<file path="config.mk">
export PLATFORM = sky130hd
export DESIGN_NAME = hmmm_muldiv
export DESIGN_NICKNAME = d
export VERILOG_FILES = /design/src/rtl/hmmm_muldiv.sv
export SDC_FILE = /design/constraint.sdc
export NUM_CORES = 1
export LEC_CHECK = 0
export ABC_AREA = 1
export CORE_ASPECT_RATIO = 1.25
export CORE_MARGIN = 2
export CORE_UTILIZATION = 40
export CTS_BUF_LIST = sky130_fd_sc_hd__clkbuf_2
export DETAILED_ROUTE_END_ITERATION = 16
export HOLD_SLACK_MARGIN = 0.1
export SLEW_MARGIN = 20
export SYNTH_ARGS = -nofsm -noshare
export SYNTH_HDL_FRONTEND = slang
export SYNTH_SLANG_ARGS = --single-unit
</file>
<file path="constraint.sdc">
create_clock -name clk -period 2.3 [get_ports clk]
set_input_delay 0.575 -clock clk [delete_from_list [all_inputs] [get_ports clk]]
set_output_delay 0.575 -clock clk [all_outputs]
set_load 0.03 [all_outputs]
</file>
<file path="src/rtl/hmmm_muldiv.sv">
// hmmm_muldiv: iterative signed multiply / divide / modulo unit for the Hmmm core.
// It works on operand magnitudes and resolves one bit per clock: shift-add for
// mul, restoring division for div/mod. Signs are applied in FIX.
// Results and flags for ops 2/3/4 match the combinational alu.
// Optional build macro HMMM_MULDIV_DIVZERO_EN adds the div_by_zero output.
//
//   state | meaning
//   IDLE  | waiting for start; latches operands, magnitudes and signs
//   CALC  | one shift-add / restoring-divide step per clock, WIDTH clocks
//   FIX   | sign correction; result/zero/carry written
//   DONE  | raises done for the next cycle and clears busy
module hmmm_muldiv #(
  parameter int WIDTH = 16,
  parameter int CNT_W = 5
) (
  input  logic             clk,
  input  logic             reset,
  input  logic             start,
  input  logic [2:0]       op,
  input  logic [WIDTH-1:0] tmp1,
  input  logic [WIDTH-1:0] tmp2,
  output logic             busy,
  output logic             done,
  output logic [WIDTH-1:0] result,
  output logic             zero,
  output logic             carry
`ifdef HMMM_MULDIV_DIVZERO_EN
  ,
  output logic             div_by_zero
`endif
);

  localparam int              PW     = 2 * WIDTH;
  localparam logic [2:0]      OP_MUL = 3'd2;
  localparam logic [2:0]      OP_DIV = 3'd3;
  localparam logic [2:0]      OP_MOD = 3'd4;
  localparam logic [PW-1:0]   HALF   = PW'(1) << (WIDTH - 1);
  localparam logic [CNT_W-1:0] LAST  = CNT_W'(WIDTH - 1);

  typedef enum logic [1:0] {IDLE, CALC, FIX, DONE} state_t;

  state_t state, state_nx;

  logic [2:0]       op_q;
  logic [WIDTH-1:0] mag_a, mag_b;
  logic             sign_a, sign_b;
  logic             div0_q;
  logic [CNT_W-1:0] cnt;
  // mul: {partial product high half, multiplier bits still to consume}
  // div: {partial remainder, dividend bits shifting out / quotient shifting in}
  logic [PW-1:0]    acc;

  // request decode on the live inputs
  logic             op_legal, div0_in, fast;
  logic [WIDTH-1:0] abs_a, abs_b;

  // iteration datapath
  logic [WIDTH:0]   mul_sum;
  logic [PW-1:0]    mul_next;
  logic [WIDTH:0]   div_shift;
  logic [WIDTH-1:0] div_diff;
  logic             div_ge;
  logic [PW-1:0]    div_next;

  // sign fix-up
  logic             neg;
  logic [WIDTH-1:0] prod_lo, quot_s, rem_s;
  logic             mul_ovf, div_ovf;
  logic [WIDTH-1:0] fix_res;
  logic             fix_carry;

  // Decode the request and form unsigned magnitudes (-2^(WIDTH-1) maps to 2^(WIDTH-1)).
  always_comb begin
    op_legal = (op == OP_MUL) || (op == OP_DIV) || (op == OP_MOD);
    div0_in  = ((op == OP_DIV) || (op == OP_MOD)) && (tmp2 == '0);
    fast     = !op_legal || div0_in;
    abs_a    = tmp1[WIDTH-1] ? (~tmp1 + 1'b1) : tmp1;
    abs_b    = tmp2[WIDTH-1] ? (~tmp2 + 1'b1) : tmp2;
  end

  // One multiply step and one restoring-divide step, selected later by op_q.
  always_comb begin
    mul_sum   = {1'b0, acc[PW-1:WIDTH]} + (acc[0] ? {1'b0, mag_a} : '0);
    mul_next  = {mul_sum, acc[WIDTH-1:1]};
    div_shift = {acc[PW-1:WIDTH], acc[WIDTH-1]};
    div_ge    = (div_shift >= {1'b0, mag_b});
    // when div_ge holds the difference is below mag_b, so WIDTH bits suffice
    div_diff  = div_shift[WIDTH-1:0] - mag_b;
    div_next  = div_ge ? {div_diff, acc[WIDTH-2:0], 1'b1}
                       : {div_shift[WIDTH-1:0], acc[WIDTH-2:0], 1'b0};
  end

  // Apply signs to the magnitude result and derive the carry flag.
  always_comb begin
    neg       = sign_a ^ sign_b;
    prod_lo   = neg ? (~acc[WIDTH-1:0] + 1'b1) : acc[WIDTH-1:0];
    // a negative product may reach -2^(WIDTH-1), a positive one only 2^(WIDTH-1)-1
    mul_ovf   = neg ? (acc > HALF) : (acc >= HALF);
    quot_s    = neg ? (~acc[WIDTH-1:0] + 1'b1) : acc[WIDTH-1:0];
    // quotient magnitude 2^(WIDTH-1) with positive sign only comes from MIN / -1
    div_ovf   = !neg && acc[WIDTH-1];
    rem_s     = sign_a ? (~acc[PW-1:WIDTH] + 1'b1) : acc[PW-1:WIDTH];
    fix_res   = '0;
    fix_carry = 1'b0;
    if (div0_q) begin
      fix_carry = 1'b1;
    end else begin
      case (op_q)
        OP_MUL: begin
          fix_res   = prod_lo;
          fix_carry = mul_ovf;
        end
        OP_DIV: begin
          fix_res   = quot_s;
          fix_carry = div_ovf;
        end
        OP_MOD: fix_res = rem_s;
        default: ;
      endcase
    end
  end

  // State register.
  always_ff @(posedge clk) begin
    if (reset) state <= IDLE;
    else       state <= state_nx;
  end

  // Next-state logic; illegal ops and zero divisors skip CALC.
  always_comb begin
    state_nx = state;
    case (state)
      IDLE:    if (start) state_nx = fast ? FIX : CALC;
      CALC:    if (cnt == LAST) state_nx = FIX;
      FIX:     state_nx = DONE;
      DONE:    state_nx = IDLE;
      default: state_nx = IDLE;
    endcase
  end

  // Operand latch, iteration registers and held outputs.
  always_ff @(posedge clk) begin
    if (reset) begin
      op_q        <= '0;
      mag_a       <= '0;
      mag_b       <= '0;
      sign_a      <= 1'b0;
      sign_b      <= 1'b0;
      div0_q      <= 1'b0;
      cnt         <= '0;
      acc         <= '0;
      busy        <= 1'b0;
      done        <= 1'b0;
      result      <= '0;
      zero        <= 1'b0;
      carry       <= 1'b0;
`ifdef HMMM_MULDIV_DIVZERO_EN
      div_by_zero <= 1'b0;
`endif
    end else begin
      done <= 1'b0;
      case (state)
        IDLE: begin
          if (start) begin
            op_q   <= op;
            mag_a  <= abs_a;
            mag_b  <= abs_b;
            sign_a <= tmp1[WIDTH-1];
            sign_b <= tmp2[WIDTH-1];
            div0_q <= div0_in;
            cnt    <= '0;
            acc    <= (op == OP_MUL) ? {{WIDTH{1'b0}}, abs_b} : {{WIDTH{1'b0}}, abs_a};
            busy   <= 1'b1;
          end
        end
        CALC: begin
          cnt <= cnt + 1'b1;
          acc <= (op_q == OP_MUL) ? mul_next : div_next;
        end
        FIX: begin
          result      <= fix_res;
          zero        <= (fix_res == '0);
          carry       <= fix_carry;
`ifdef HMMM_MULDIV_DIVZERO_EN
          div_by_zero <= div0_q;
`endif
        end
        DONE: begin
          done <= 1'b1;
          busy <= 1'b0;
        end
        default: ;
      endcase
    end
  end

endmodule

</file>
== After elaboration in Yosys (flattened, before gate mapping) ==
Index checks and enable logic that the tools add are counted.
Cells by class
  equality and inequality tests: 12
  mux-type cells: 24
  order comparisons: 3
  add/sub/neg operators: 7
  bitwise operators: 5
  reductions and logical operators: 18
Operator list (number)
  $mux 16: 7
  $mux 32: 3
  $add 16x1->16 const B: 4
  $not 16->16: 4
  $pmux 32 s2: 1
  $ge 32x16->1 const B: 1
  $gt 32x16->1 const B: 1
  $logic_not 16->1: 2
  $pmux 16 s2: 1
  $add 16x16->17: 1
  $ge 17x16->1: 1
  $sub 16x16->16: 1
  $eq 3x2->1 const B: 4
  $pmux 5 s2: 1
  $pmux 2 s4: 1
  $reduce_and 2->1: 4
  $eq 3x3->1 const B: 2
  $mux 2: 3
  $add 5x1->5 const B: 1
  $eq 5x4->1 const B: 1
  $mux 5: 1
  $eq 2x2->1 const B: 2
  $logic_or 1x1->1: 4
  $mux 1: 4
  9 further kinds: 14
Storage, ports and cells
  output and inout bits: 20
  input bits: 38
  word-level logic and storage cells: 83
  bits in registers: 97

== Logic depth before layout (Yosys ltp) ==
  depth in word-level cells: 8
  depth in mapped cells: 19
  mapped depth without buffers: 17

== Worst setup path after synthesis ==
Ideal clock, no wire load.
  kind: register to register
  start: register acc[0]
  end: register acc[25]
  arrival: 2.410 ns
  library setup time: 0.071 ns
  buffers on the path: 2
  path slack: -0.180 ns
  cell stages (with the launch flop): 19
  cells stage by stage: dfxtp_1 > buf_2 > buf_1 > nand2_1 > inv_1 > ha_1 > inv_1 > fa_1 > inv_1 > nand3_1 > nand2_1 > nand2_1 > nand2_1 > inv_1 > o21bai_1 > nor2_1 > o21ai_0 > nand3_1 > a21oi_1
On the way
  word-level cells in the longest chain between the ends: 4
RTL lines
  from (decl): line 51  | logic [PW-1:0] acc;
  from (signal assigned): line 172  | acc <= (op == OP_MUL) ? {{WIDTH{1'b0}}, abs_b} : {{WIDTH{1'b0}}, abs_a};
  from (signal assigned): line 178  | acc <= (op_q == OP_MUL) ? mul_next : div_next;
  $mux 16: line 83  | mul_sum = {1'b0, acc[PW-1:WIDTH]} + (acc[0] ? {1'b0, mag_a} : '0);
  $add 16x16->17: line 83
  $mux 32: line 178
  $pmux 32 s2: line 162  | case (state)
No other way between the ends.
A chain may end at the register's enable or synchronous reset.

== Worst setup path in the final report ==
  start: register acc[16]
  end: register acc[23]
On the way
  word-level cells in the longest chain between the ends: 4
RTL lines
  $sub 16x16->16 / $ge 17x16->1 (equally long branches): line 88, 86
  $mux 32: line 89  | div_next = div_ge ? {div_diff, acc[WIDTH-2:0], 1'b1}
  $mux 32 (*): line 178
  $pmux 32 s2 (*): line 162
Every way passes the cells marked *; elsewhere a longest branch is shown, timed or not.

==> impl_results.md <==
- Status: complete, no violations
- Port bufs: 57
- Met2 usage: 43.9%
- Met1 Use GR: 32.7%
- Cell Area, Synth: 7950 um^2
- Measured slew at the worst slew-check pin: 0.535 ns
- Critical path origin: acc[16]
- CTS tree: built
- Worst reg2reg path depth: 16
- Post-DP HPWL: 21000 um
- Synth Area in XOR/XNOR: 3.52%
- Mean Syn Cell Area: 6.06 um^2
- # fillers: 2030
- DR DRC count: 0
- Post-Synthesis Net Count: 1394
- Clk root buf: clkbuf_2
- Util after Layout: 50.8%
- Tcrit/Tclk final: 93.8%
- Worst-path clk slew: 0.32 ns
- Pin count of the biggest net entering global routing: 58
- FMAX: 464 MHz
- CTS Buf Count: 9
- CP peak stage delay: 0.43 ns
- GR Util All Layers: 25.9%
- Layout Cells excl Fill: 1706
- Pre-antenna DRT Iters: 5
- Most common cell after layout, fill and taps aside: nand2_1
- Die Width: 130 um
- R2R Path End: acc[23]
- P_leak: 4.92 nW
- Post-Synth Adder-Cell Area: 7.11%
- P per Cell Area: 1070 nW/um^2
- GRT overflow: 0
- Post-synth EDFFs: 0
- CP Launch Type: flop
- Die area: 21000 um^2
- Final-report setup violation count: 0
- FP Rows: 57
- DR vias/cell: 5.17
- First-pass GRT wire length: 42500 um
- Layout cells sized above 1: 14.7%
- Overall Power: 10.5 mW
- Crit Path Class: reg -> reg
- Setup TNS: 0 ns
- Routed len/inst: 15.7 um
- Hold path start: sign_b
- Number of global-route vias before repair: 8177
- Routed vias: 8828
- Die height: 162 um
- Hold Path End: sign_b
- Crit. End Element: flop
- Total routed wirelength: 26700 um
- Hold Worst Slack: 0.500 ns
- Crit path max-delay cell type: dfxtp_4
- Ranking of synthesized cells by area: dfxtp_1, nand2_1, nand3_1
- Clk sinks: 97
- Yosys cell types: 44
- Placed cell areas: 9460 um^2
- Gate count of the mapped netlist: 1312
- Worst rel slew slack: 64.3%
- Prevailing post-synth register cell: dfxtp_1
- Pins Over Slew Limit: 0
- Inst Count DP: 1684
- Clk_lat worst skew: 0.65 ns
- RePlAce Congestion: 0.938
- Final hold vios: 0
- CTS Buffer Depth: 2
- Final worst setup slack: 0.143 ns
- Pre-CTS WS: -0.140 ns
- Largest family of logic cells by synthesized area: simple AND/OR/NAND/NOR gates
- R2r startpoint: acc[16]
- RSZ-0062 raised after global routing: true
- Worst Hold Depth: 2
- Sequential area share after synthesis: 24.4%
- Detail Route Antenna Nets: 0
- NumNets Final: 1517
- Area grow syn2layout: 24.2%
- # H-tree levels: 3
- VDD IR max: 0.000683 V
- Initial antenna violation count: 1
- Yosys top cell area share: 24.4%
- Core Region: 19500 um^2
- Final instance area: 9880 um^2
- Hold_buf cts: 0
- Initial Utilization: 40.9%
- Iter 0 DRT Violations: 729
- Busiest grt layer: met2
- Simple-gate share of the synthesized area: 31.4%
- Most frequent cells in the layout: nand2_1, inv_1, nand3_1, a21oi_1, o21ai_0
- Synth Area in Compound Gates: 21.8%
- Max_cap viols: 0
- Reg2reg setup slack: 0.14 ns
- Mux contribution to synthesized area: 0%
- Min-Delay Path Class: reg -> reg
- Post-synth top area cell: dfxtp_1
- Crit-path cells: buf_12 -> ha_4 -> inv_2 -> fa_2 -> inv_2 -> nand3_2 -> nand2_1 -> nand2_1 -> nand2_2 -> nand2_2 -> nand2_2 -> a21oi_2 -> o21ai_1 -> nand2_1 -> nand3b_1 -> a21oi_1
- Flops & latches, synth: 97
- I/O Pins: 58
- Met3 Use GR: 3.39%
- Crit path max fanout: 4
- Min Tclk post-route: 2.16 ns
- Worst Path Arrival: 2.74 ns
- Async SR Flop Fraction: 0%
- Clk_skew: 0.0495 ns
- Worst EP required: 2.88 ns
- Yosys warns: 0
==> metal layers <==
layer | vias to the layer above | routed length, um
met2 | 228 | 13000
met5 | - | 0
met3 | 56 | 1170
met1 | 3983 | 11500
li1 | 4561 | -
met4 | 0 | 1060
==> flip-flops by register name, indices dropped and copies added (netlist names), 2 cells and up <==
name and cells:
acc 32, cnt 5, mag_a 16, mag_b 16, op_q 3, result 16
state 2
==> how the worst max path moves through the flow <==
stage	end	slack, ns	cells after the start
floorplan	acc[25]	0.005	18
global placement	state[1]	-0.14	12
detailed placement	acc[11]	-0.14	13
CTS	acc[29]	0.03	15
global route	zero	-0.03	16
finish	acc[23]	0.14	16
==> cell type report <==
class	count	area [um^2]	area share [%]
clock buffer	10	50.0	0.506
antenna	1	2.50	0.0253
sequential	97	1950	19.7
clock inverter	6	48.8	0.494
tap	265	332	3.36
timing repair buffer	164	1450	14.7
inverter	189	712	7.20
multi-input combinational	974	5340	54.0
==> power by group <==
group	leakage [nW]	switching, mW	internal, mW
clock network	0.0625	0.665	0.162
registers	0.799	0.409	2.19
logic	4.06	4.49	2.63
==> repair_timing <==
action	CTS	global route
resized for setup	23	72
endpoints found under the setup margin	24	16
cloned	0	1
setup buffers	0	4
endpoints found under the hold margin	0	0
pin swaps	1	9
==> synthesized netlist by cell type (4+ instances only) <==
library cell / number
xnor2_1: 7
ha_1: 42
o21a_1: 4
dfxtp_1: 97
inv_2: 8
buf_2: 7
nand4_1: 12
o21ai_1: 15
or2_2: 5
inv_1: 178
nand2_1: 306
nand2_2: 4
nor2_1: 92
nand3_1: 137
o211ai_1: 22
a31oi_1: 10
nand3b_1: 4
o21bai_1: 5
o21ai_0: 113
nor2_2: 5
xor2_1: 25
a21oi_1: 132
nor3_1: 7
clkbuf_1: 40
a21o_1: 6
==> logic make-up after synthesis <==
group,count (synthesis)
DFF,97
xor gates and xnor gates,32
adders and majority gates,44
and+or+nand+nor,581
buffers and inverters,241
AOI/OAI and AO/OA,317
==> worst max-delay path, delay by kind of cell (launching register included) <==
| kind | cells | cell delay [ns] |
|---|---|---|
| adders and majority gates | 2 | 0.50 |
| AOI/OAI and AO/OA | 3 | 0.30 |
| DFF | 1 | 0.43 |
| buffers and inverters | 3 | 0.20 |
| and+or+nand+nor | 8 | 0.65 |
No activity file was read; power rests on OpenSTA's default activity.
